File: src/rtl/alarm_sequencer_pkg.sv
// rtl/alarm_sequencer_pkg.sv - shared state encoding, BCD width and default timeouts
package alarm_sequencer_pkg;

  localparam int BCD_W = 4;

  localparam int DEF_RING_TIMEOUT_S = 60;
  localparam int DEF_SNOOZE_S       = 300;

  typedef enum logic [1:0] {
    IDLE    = 2'd0,
    RINGING = 2'd1,
    SNOOZE  = 2'd2
  } state_e;

endpackage

File: src/rtl/alarm_sequencer_if.sv
// rtl/alarm_sequencer_if.sv - user controls, BCD time/alarm values and control outputs
interface alarm_sequencer_if;
  import alarm_sequencer_pkg::*;

  logic             tick_1hz;
  logic             set_clock;
  logic             set_alarm;
  logic             min_btn;
  logic             hr_btn;
  logic             alarm_off;
  logic             snooze;
  logic [BCD_W-1:0] t_hour_tens;
  logic [BCD_W-1:0] t_hour_unit;
  logic [BCD_W-1:0] t_min_tens;
  logic [BCD_W-1:0] t_min_unit;
  logic [BCD_W-1:0] t_seg_tens;
  logic [BCD_W-1:0] t_seg_unit;
  logic [BCD_W-1:0] a_hour_tens;
  logic [BCD_W-1:0] a_hour_unit;
  logic [BCD_W-1:0] a_min_tens;
  logic [BCD_W-1:0] a_min_unit;
  logic             time_min_inc;
  logic             time_hr_inc;
  logic             alarm_min_inc;
  logic             alarm_hr_inc;
  logic             change_display;
  logic             alarm_out;
  logic [1:0]       state;

  modport master (
    output tick_1hz, set_clock, set_alarm, min_btn, hr_btn, alarm_off, snooze,
    output t_hour_tens, t_hour_unit, t_min_tens, t_min_unit, t_seg_tens, t_seg_unit,
    output a_hour_tens, a_hour_unit, a_min_tens, a_min_unit,
    input  time_min_inc, time_hr_inc, alarm_min_inc, alarm_hr_inc,
    input  change_display, alarm_out, state
  );

  modport slave (
    input  tick_1hz, set_clock, set_alarm, min_btn, hr_btn, alarm_off, snooze,
    input  t_hour_tens, t_hour_unit, t_min_tens, t_min_unit, t_seg_tens, t_seg_unit,
    input  a_hour_tens, a_hour_unit, a_min_tens, a_min_unit,
    output time_min_inc, time_hr_inc, alarm_min_inc, alarm_hr_inc,
    output change_display, alarm_out, state
  );

endinterface

File: src/rtl/alarm_sequencer_btn_edge_pulse.sv
// rtl/alarm_sequencer_btn_edge_pulse.sv - rising-edge detector with 1-bit history
module btn_edge_pulse (
  input  logic clk,
  input  logic reset,
  input  logic btn_i,
  output logic pulse_o
);

  logic hist_q;

  // Remember last cycle's level so a held button yields a single pulse.
  always_ff @(posedge clk) begin
    if (reset) hist_q <= 1'b0;
    else       hist_q <= btn_i;
  end

  // High only in the cycle where the level is 1 and was 0 the cycle before.
  always_comb pulse_o = btn_i & ~hist_q;

endmodule

File: src/rtl/alarm_sequencer.sv
// rtl/alarm_sequencer.sv - button routing, display select and ring/snooze FSM; SNOOZE_FEATURE_EN enables snooze
module alarm_sequencer
  import alarm_sequencer_pkg::*;
#(
  parameter int RING_TIMEOUT_S = DEF_RING_TIMEOUT_S,
  parameter int SNOOZE_S       = DEF_SNOOZE_S
) (
  input logic              clk,
  input logic              reset,
  alarm_sequencer_if.slave bus
);

  localparam logic [7:0] RING_LAST = 8'(RING_TIMEOUT_S - 1);

  logic min_pulse;
  logic hr_pulse;
  logic snooze_pulse;

  btn_edge_pulse u_min_edge    (.clk(clk), .reset(reset), .btn_i(bus.min_btn), .pulse_o(min_pulse));
  btn_edge_pulse u_hr_edge     (.clk(clk), .reset(reset), .btn_i(bus.hr_btn),  .pulse_o(hr_pulse));
  btn_edge_pulse u_snooze_edge (.clk(clk), .reset(reset), .btn_i(bus.snooze),  .pulse_o(snooze_pulse));

  logic time_min_inc_q, time_hr_inc_q, alarm_min_inc_q, alarm_hr_inc_q;
  logic change_display_q;

  // Route button pulses by mode; set_clock takes precedence over set_alarm.
  always_ff @(posedge clk) begin
    if (reset) begin
      time_min_inc_q   <= 1'b0;
      time_hr_inc_q    <= 1'b0;
      alarm_min_inc_q  <= 1'b0;
      alarm_hr_inc_q   <= 1'b0;
      change_display_q <= 1'b0;
    end else begin
      time_min_inc_q   <= min_pulse & bus.set_clock;
      time_hr_inc_q    <= hr_pulse  & bus.set_clock;
      alarm_min_inc_q  <= min_pulse & ~bus.set_clock & bus.set_alarm;
      alarm_hr_inc_q   <= hr_pulse  & ~bus.set_clock & bus.set_alarm;
      change_display_q <= bus.set_alarm & ~bus.set_clock;
    end
  end

  logic match;
  logic cancel;

  // Alarm fires only on the tick at hh:mm:00 and never while either set mode is active.
  always_comb begin
    match = (bus.t_hour_tens == bus.a_hour_tens) && (bus.t_hour_unit == bus.a_hour_unit) &&
            (bus.t_min_tens  == bus.a_min_tens)  && (bus.t_min_unit  == bus.a_min_unit)  &&
            (bus.t_seg_tens  == '0) && (bus.t_seg_unit == '0) &&
            bus.tick_1hz && !bus.set_clock && !bus.set_alarm;
    cancel = bus.alarm_off | bus.set_alarm;
  end

  state_e     state_q, state_d;
  logic [7:0] ring_cnt_q, ring_cnt_d;
  logic       buzz_q, buzz_d;
`ifdef SNOOZE_FEATURE_EN
  logic [9:0] snz_cnt_q, snz_cnt_d;
`endif

  // FSM state and counters register.
  always_ff @(posedge clk) begin
    if (reset) begin
      state_q    <= IDLE;
      ring_cnt_q <= '0;
      buzz_q     <= 1'b0;
`ifdef SNOOZE_FEATURE_EN
      snz_cnt_q  <= '0;
`endif
    end else begin
      state_q    <= state_d;
      ring_cnt_q <= ring_cnt_d;
      buzz_q     <= buzz_d;
`ifdef SNOOZE_FEATURE_EN
      snz_cnt_q  <= snz_cnt_d;
`endif
    end
  end

  // Next-state: cancel beats timeout, timeout beats snooze, snooze beats the tick update.
  always_comb begin
    state_d    = state_q;
    ring_cnt_d = ring_cnt_q;
    buzz_d     = buzz_q;
`ifdef SNOOZE_FEATURE_EN
    snz_cnt_d  = snz_cnt_q;
`endif
    case (state_q)
      IDLE: begin
        buzz_d = 1'b0;
        if (match) begin
          state_d    = RINGING;
          ring_cnt_d = '0;
          buzz_d     = 1'b1;
        end
      end
      RINGING: begin
        if (cancel) begin
          state_d = IDLE;
          buzz_d  = 1'b0;
        end else if (bus.tick_1hz && ring_cnt_q == RING_LAST) begin
          state_d = IDLE;
          buzz_d  = 1'b0;
`ifdef SNOOZE_FEATURE_EN
        end else if (snooze_pulse) begin
          state_d   = SNOOZE;
          snz_cnt_d = 10'(SNOOZE_S);
          buzz_d    = 1'b0;
`endif
        end else if (bus.tick_1hz) begin
          buzz_d     = ~buzz_q;
          ring_cnt_d = ring_cnt_q + 8'd1;
        end
      end
`ifdef SNOOZE_FEATURE_EN
      SNOOZE: begin
        buzz_d = 1'b0;
        if (cancel) begin
          state_d = IDLE;
        end else if (bus.tick_1hz) begin
          if (snz_cnt_q == 10'd1) begin
            state_d    = RINGING;
            ring_cnt_d = '0;
            buzz_d     = 1'b1;
          end else begin
            snz_cnt_d = snz_cnt_q - 10'd1;
          end
        end
      end
`endif
      default: begin
        state_d = IDLE;
        buzz_d  = 1'b0;
      end
    endcase
  end

  // Outputs: buzzer is forced low outside RINGING; state exported for debug.
  always_comb begin
    bus.alarm_out      = (state_q == RINGING) & buzz_q;
    bus.state          = state_q;
    bus.time_min_inc   = time_min_inc_q;
    bus.time_hr_inc    = time_hr_inc_q;
    bus.alarm_min_inc  = alarm_min_inc_q;
    bus.alarm_hr_inc   = alarm_hr_inc_q;
    bus.change_display = change_display_q;
  end

endmodule

File: src/flat_wrapper.sv
// flat-port wrapper written by rule: the top's interface ports become plain ports
module alarm_sequencer_flat import alarm_sequencer_pkg::*;
#(
  parameter int RING_TIMEOUT_S = DEF_RING_TIMEOUT_S,
  parameter int SNOOZE_S       = DEF_SNOOZE_S
)
  (clk, reset, bus_tick_1hz, bus_set_clock, bus_set_alarm, bus_min_btn, bus_hr_btn, bus_alarm_off, bus_snooze, bus_t_hour_tens, bus_t_hour_unit, bus_t_min_tens, bus_t_min_unit, bus_t_seg_tens, bus_t_seg_unit, bus_a_hour_tens, bus_a_hour_unit, bus_a_min_tens, bus_a_min_unit, bus_time_min_inc, bus_time_hr_inc, bus_alarm_min_inc, bus_alarm_hr_inc, bus_change_display, bus_alarm_out, bus_state);
  alarm_sequencer_if bus_i ();
  input logic clk;
  input logic reset;
  input wire logic [$bits(bus_i.tick_1hz)-1:0] bus_tick_1hz;
  input wire logic [$bits(bus_i.set_clock)-1:0] bus_set_clock;
  input wire logic [$bits(bus_i.set_alarm)-1:0] bus_set_alarm;
  input wire logic [$bits(bus_i.min_btn)-1:0] bus_min_btn;
  input wire logic [$bits(bus_i.hr_btn)-1:0] bus_hr_btn;
  input wire logic [$bits(bus_i.alarm_off)-1:0] bus_alarm_off;
  input wire logic [$bits(bus_i.snooze)-1:0] bus_snooze;
  input wire logic [$bits(bus_i.t_hour_tens)-1:0] bus_t_hour_tens;
  input wire logic [$bits(bus_i.t_hour_unit)-1:0] bus_t_hour_unit;
  input wire logic [$bits(bus_i.t_min_tens)-1:0] bus_t_min_tens;
  input wire logic [$bits(bus_i.t_min_unit)-1:0] bus_t_min_unit;
  input wire logic [$bits(bus_i.t_seg_tens)-1:0] bus_t_seg_tens;
  input wire logic [$bits(bus_i.t_seg_unit)-1:0] bus_t_seg_unit;
  input wire logic [$bits(bus_i.a_hour_tens)-1:0] bus_a_hour_tens;
  input wire logic [$bits(bus_i.a_hour_unit)-1:0] bus_a_hour_unit;
  input wire logic [$bits(bus_i.a_min_tens)-1:0] bus_a_min_tens;
  input wire logic [$bits(bus_i.a_min_unit)-1:0] bus_a_min_unit;
  output wire logic [$bits(bus_i.time_min_inc)-1:0] bus_time_min_inc;
  output wire logic [$bits(bus_i.time_hr_inc)-1:0] bus_time_hr_inc;
  output wire logic [$bits(bus_i.alarm_min_inc)-1:0] bus_alarm_min_inc;
  output wire logic [$bits(bus_i.alarm_hr_inc)-1:0] bus_alarm_hr_inc;
  output wire logic [$bits(bus_i.change_display)-1:0] bus_change_display;
  output wire logic [$bits(bus_i.alarm_out)-1:0] bus_alarm_out;
  output wire logic [$bits(bus_i.state)-1:0] bus_state;
  assign bus_i.tick_1hz = bus_tick_1hz;
  assign bus_i.set_clock = bus_set_clock;
  assign bus_i.set_alarm = bus_set_alarm;
  assign bus_i.min_btn = bus_min_btn;
  assign bus_i.hr_btn = bus_hr_btn;
  assign bus_i.alarm_off = bus_alarm_off;
  assign bus_i.snooze = bus_snooze;
  assign bus_i.t_hour_tens = bus_t_hour_tens;
  assign bus_i.t_hour_unit = bus_t_hour_unit;
  assign bus_i.t_min_tens = bus_t_min_tens;
  assign bus_i.t_min_unit = bus_t_min_unit;
  assign bus_i.t_seg_tens = bus_t_seg_tens;
  assign bus_i.t_seg_unit = bus_t_seg_unit;
  assign bus_i.a_hour_tens = bus_a_hour_tens;
  assign bus_i.a_hour_unit = bus_a_hour_unit;
  assign bus_i.a_min_tens = bus_a_min_tens;
  assign bus_i.a_min_unit = bus_a_min_unit;
  assign bus_time_min_inc = bus_i.time_min_inc;
  assign bus_time_hr_inc = bus_i.time_hr_inc;
  assign bus_alarm_min_inc = bus_i.alarm_min_inc;
  assign bus_alarm_hr_inc = bus_i.alarm_hr_inc;
  assign bus_change_display = bus_i.change_display;
  assign bus_alarm_out = bus_i.alarm_out;
  assign bus_state = bus_i.state;
  alarm_sequencer #(.RING_TIMEOUT_S(RING_TIMEOUT_S), .SNOOZE_S(SNOOZE_S)) u_core (.clk(clk), .reset(reset), .bus(bus_i));
endmodule
File: config.mk
export PLATFORM = sky130hd
export DESIGN_NAME = alarm_sequencer_flat
export DESIGN_NICKNAME = d
export VERILOG_FILES = /design/src/rtl/alarm_sequencer_pkg.sv /design/src/rtl/alarm_sequencer_if.sv /design/src/rtl/alarm_sequencer_btn_edge_pulse.sv /design/src/rtl/alarm_sequencer.sv /design/src/flat_wrapper.sv
export SDC_FILE = /design/constraint.sdc
export NUM_CORES = 1
export LEC_CHECK = 0
export BUFFER_PORTS_ARGS = -buffer_cell sky130_fd_sc_hd__buf_2
export CORE_MARGIN = 10
export CORE_UTILIZATION = 46
export CTS_CLUSTER_SIZE = 8
export DETAILED_ROUTE_END_ITERATION = 8
export PLACE_DENSITY = 0.79
export REMOVE_ABC_BUFFERS = 1
export SYNTH_ARGS = -nofsm -noshare
export SYNTH_HDL_FRONTEND = slang
export SYNTH_SLANG_ARGS = --single-unit
File: constraint.sdc
create_clock -name clk -period 2.5 [get_ports clk]
set_input_delay 0.25 -clock clk [delete_from_list [all_inputs] [get_ports clk]]
set_output_delay 0.25 -clock clk [all_outputs]
set_load 0.02 [all_outputs]
# Word level (Yosys, flattened, before mapping)
# Cells that the tools add are included.
[word_totals]
register_bits = 18
input_bits = 49
out_inout_bits = 8
wordCells = 69
[classes]
addsub = 1
eq_ne = 12
mux = 14
n_bitwise = 15
reduce_logical = 17
[op_table]
columns = ["operator", "n"]
rows = [
  ["$mux 8", 4],
  ["$eq 4x4->1", 4],
  ["$pmux 8 s2", 1],
  ["$and 1x1->1", 10],
  ["$logic_and 1x1->1", 9],
  ["$add 8x1->8 const B", 1],
  ["$eq 8x6->1 const B", 1],
  ["$logic_not 4->1", 2],
  ["$mux 2", 3],
  ["$ne 2x2->1 const B", 3],
  ["$reduce_and 5->1", 1],
  ["$mux 1", 4],
  ["$ne 4x2->1 const B", 1],
  ["$not 1->1", 4],
  ["$pmux 2 s2", 1],
  ["$ne 3x1->1 const B", 1],
  ["$eq 2x1->1 const B", 1],
  ["$logic_not 1->1", 2],
  ["$logic_not 2->1", 1],
  ["$ne 2x1->1 const B", 1],
  ["$pmux 1 s2", 1],
  ["$reduce_and 2->1", 1],
  ["$reduce_bool 2->1", 1],
  ["$or 1x1->1", 1],
]

# Logic depth before layout (Yosys ltp)
[logic_depth]
depth_word = 11
ltp_mapped = 7

# By module
# A second synthesis with hierarchy kept.
[unflattened]
hier_cells = 124
hier_area_um2 = 1127.3
[modules_own_cells]
columns = ["mod", "n_inst", "cells_each", "area_per_inst_um2"]
rows = [
  ["alarm_sequencer", 1, 118, 1032.2],
  ["btn_edge_pulse", 2, 3, 47.5],
]

# Worst setup path after synthesis
# No wires, ideal clock.
[synth_path]
path_type = "reg2reg"
startpoint = "reg u_core.state_q[0], in the netlist u_core.bus.state[0]"
endpoint = "reg u_core.buzz_q"
setup_ps = 79
t_arrival_ps = 1755
required_time_ps = 2421
slack_ps = 665
stages_incl_launch_ff = 7
n_path_buf = 1
synth_period_minus_slack_ps = 1835
cell_sequence = "dfxtp_1 nor4b_4 nand4_1 or4_1 buf_2 or2_4 a211oi_2"
[synth_via]
elab_chain_len = 2
[synth_rtl]
columns = ["item", "line_no", "source"]
rows = [
  ["start: declaration", "alarm_sequencer.sv:55", "state_e state_q, state_d;"],
  ["start signal: assignment", "alarm_sequencer.sv:72", "state_q <= state_d;"],
  ["$eq 2x1->1 or $logic_not 2->1 (tied branches)", "alarm_sequencer.sv:89", "case (state_q)"],
  ["$ne 4x2->1 (no source line) or $pmux 1 s2 (tied branches)", "n/a", ""],
  ["end signal: assignment", "alarm_sequencer.sv:74", "buzz_q <= buzz_d;"],
  ["end: declaration", "alarm_sequencer.sv:57", "logic buzz_q, buzz_d;"],
]
# Parallel ways exist; a longest one is shown, timed or not.
# A chain may end at the register's enable or synchronous reset.

# Worst setup path after layout
[layout_path]
startpoint = "reg u_core.state_q[0], in the netlist u_core.bus.state[0]"
endpoint = "reg u_core.ring_cnt_q[6]"
[layout_via]
elab_chain_len = 3
[layout_rtl]
columns = ["item", "line_no", "source"]
rows = [
  ["$eq 2x1->1 or $logic_not 2->1 (tied branches)", "alarm_sequencer.sv:89", ""],
  ["$ne 2x2->1 (no source line), or another cell as far along", "n/a", ""],
  ["$reduce_and 5->1 (no source line)", "n/a", ""],
  ["end signal: assignment", "alarm_sequencer.sv:73", "ring_cnt_q <= ring_cnt_d;"],
  ["end: declaration", "alarm_sequencer.sv:56", "logic [7:0] ring_cnt_q, ring_cnt_d;"],
]
# Parallel ways exist; a longest one is shown, timed or not.

==> impl_metrics.ini <==
[worst_setup_path]
worstPathArrival_ps = 2270
crit_type = register to register
required_ps = 2660
reg2regPathDepth = 5
slowest_stage = or4_1
cpPeakStageDelay_ps = 630
crit_path_start_kind = register
r2r_end = u_core.ring_cnt_q[6]
rr_startpoint = u_core.bus.state[0]
regToRegSetupSlack_ps = 390
cp-end-kind = register
path_cells = nor4b_4 -> nand4_1 -> or4_1 -> o21ai_2 -> a311oi_1
critical_path.max_fanout = 13

[hold_path]
min_from = bus_min_btn
holdPathStages = 2
hold_class = primary input to register
worstHoldEndpoint = u_core.u_min_edge.hist_q

[power]
switchingPower_mw = 0.122
power_frac_seq_pct = 54.6
finalPower_mw = 0.505
comb_power_share_pct = 17.0
power_density_nw_per_um2 = 390
pwr-share-clk_pct = 28.4
cellLeakagePower_nw = 0.551
power.internal_mw = 0.383
vdd.ir_drop.worst_v = 0.000222
swShare_pct = 24.1

[finish]
final_common_cell = buf_2
antenna_cells = 0
utilization_pct = 64.0
area.growth.synth_to_final_pct = 29.4
stdcell_area_um2 = 1290
fin_nets = 220
drive_gt1_share_pct = 37.9
layout_common_cells = buf_2 (54), dfxtp_1 (17), xor2_1 (13)
nFillCells = 187

[global_route]
grt_pass1_wl_mm = 4.72
grt_pass1_vias = 1110
antenna_found_initial = 0
grt_overflow = 0
grt_start_max_net_pins = 16
grtUsageTotal_pct = 12.7

[detailed_routing]
drt-wirelength-per-cell_um = 14.2
via_count = 1060
dr.pass1.iters = 4
drtAntennaViolNets = 0
drtIter0Drc = 55
vias_per_cell = 5.41
drt-total-wl_mm = 2.79
drc_errors = 0

[placed_design]
post-dp-hpwl_mm = 2.41
placed_cell_area_um2 = 1270
place_congestion = 0.805
portBuffers = 54

[timing]
fin_skew_ps = 0.367
final-hold-violation-count = 0
slew_violations = 0
period_needed_ps = 2110
maxClockFrequency_mhz = 474
setup_tns_ps = 0
finalSetupViolCount = 0
holdWs_ps = 190
period_share_pct = 84.4
rsz0062_at_grt = false

[run]
cap_violations = 0

[logic_synthesis]
synth_edf_count = 0
yosysSeqAreaShare_pct = 34.0
synth-seq-cells = 17
syn_inst = 117
syn-cell-area_um2 = 1000
synth_cell_types = 39
async_reset_ff_share_pct = 0
ys.flop_type = dfxtp_1
syn_avg_cell_area_um2 = 8.56
yosysWarnings = 0

[clock_tree]
clkLatencyLatePin_ps = 280
cts-hold-fix-buffers = 0
cts_setup_buffers = 0
root_buffer = clkbuf_4
clkTransAtPathRegs_ps = 90
clockBufferDepth = 2
cts_sinks = 17
cts_made_buffers = 3
cts_resized = 0
htree_levels = 1
cts_tree = yes

[floorplan]
ioPinCount = 57
fp.dieH_um = 66.6
core_area_um2 = 2020
rows = 16
start_util_pct = 49.5
die_area_um2 = 4440
die_w_um = 66.6

[status]
status = completed
## stage by stage
stage	setup WS, ps	instances
3_3_place_gp	471	192
6_report	389	196
4_1_cts	389	196
2_1_floorplan	583	111
5_1_grt	278	196
3_5_place_dp	409	192
## cell families (layout without fill, tap and decap cells)
logic type	after synthesis	after routing	share of synthesized area, %
xor gates and xnor gates	16	16	14.0
AOI/OAI and AO/OA	22	22	16.6
and+or+nand+nor	51	51	29.0
DFF	17	17	34.0
other	1	1	0.375
adders and majority gates	1	1	1.25
buffers and inverters	9	61	4.75
## worst max path at each step
stage,end,cells past startpoint,from,slack [ps]
floorplan,u_core.buzz_q,5,u_core.bus.state[0],580
global placement,u_core.ring_cnt_q[6],5,u_core.bus.state[0],470
detailed placement,u_core.ring_cnt_q[0],5,u_core.bus.state[0],410
CTS,u_core.ring_cnt_q[6],5,u_core.bus.state[0],390
global route,u_core.ring_cnt_q[0],5,u_core.bus.state[0],280
finish,u_core.ring_cnt_q[6],5,u_core.bus.state[0],390
## layer usage
| layer | wire (µm) | share of wire (%) | GRT usage, % |
|---|---|---|---|
| met4 | 14 | 0.50 | 3.93 |
| met1 | 1120 | 40 | 13.8 |
| met5 | 0 | 0 | 0 |
| met3 | 315 | 11 | 6.02 |
| met2 | 1340 | 48 | 21.3 |
## cell usage after synthesis (2+ instances only)
master	count	area, µm²
nand2_1	12	45.0
nand3_1	5	25.0
clkbuf_1	2	7.51
buf_2	2	10.0
nor2_1	9	33.8
nor3_1	2	10.0
nor4_1	4	25.0
o31a_1	2	17.5
or3_1	2	12.5
nand2b_1	4	25.0
o21ai_0	2	10.0
inv_1	3	11.3
xor2_1	13	114
nor2b_1	2	12.5
dfxtp_1	17	340
nand4_1	3	18.8
a21oi_1	4	20.0
xnor2_1	3	26.3
a31oi_1	2	12.5
a311oi_1	4	35.0
o211ai_1	2	15.0
## power groups by stage
stage	combinational, mW	sequential, mW	clock, mW
final	0.0856	0.276	0.143
after global routing	0.0957	0.276	0.161
after CTS	0.0869	0.276	0.149
after detailed placement	0.0870	0.282	0
after global placement	0.0833	0.282	0
after floorplan	0.0296	0.285	0
## critical path, delay by kind of cell (launching register included)
family	cells	cell delay (ps)
AO/OA/AOI/OAI	2	450
AND/OR/NAND/NOR	3	1060
flip-flops	1	470
## sequential cells by signal (all words and copies together), names as in the netlist
name / flops
u_core.ring_cnt_q: 8
u_core.bus.alarm_hr_inc: 1
u_core.bus.alarm_min_inc: 1
u_core.bus.change_display: 1
u_core.bus.state: 1
u_core.bus.time_hr_inc: 1
u_core.bus.time_min_inc: 1
u_core.buzz_q: 1
u_core.u_hr_edge.hist_q: 1
u_core.u_min_edge.hist_q: 1
## cell type report
cell class | count | area, µm² | share of cell area (%)
inverters | 3 | 11.3 | 0.870
clock buffers | 4 | 26.3 | 2.03
repair buffers | 54 | 270 | 20.9
well taps | 27 | 33.8 | 2.61
multi-input cells | 91 | 613 | 47.3
flip-flops and latches | 17 | 340 | 26.3
Note: power is estimated with default switching activity, not from simulation.
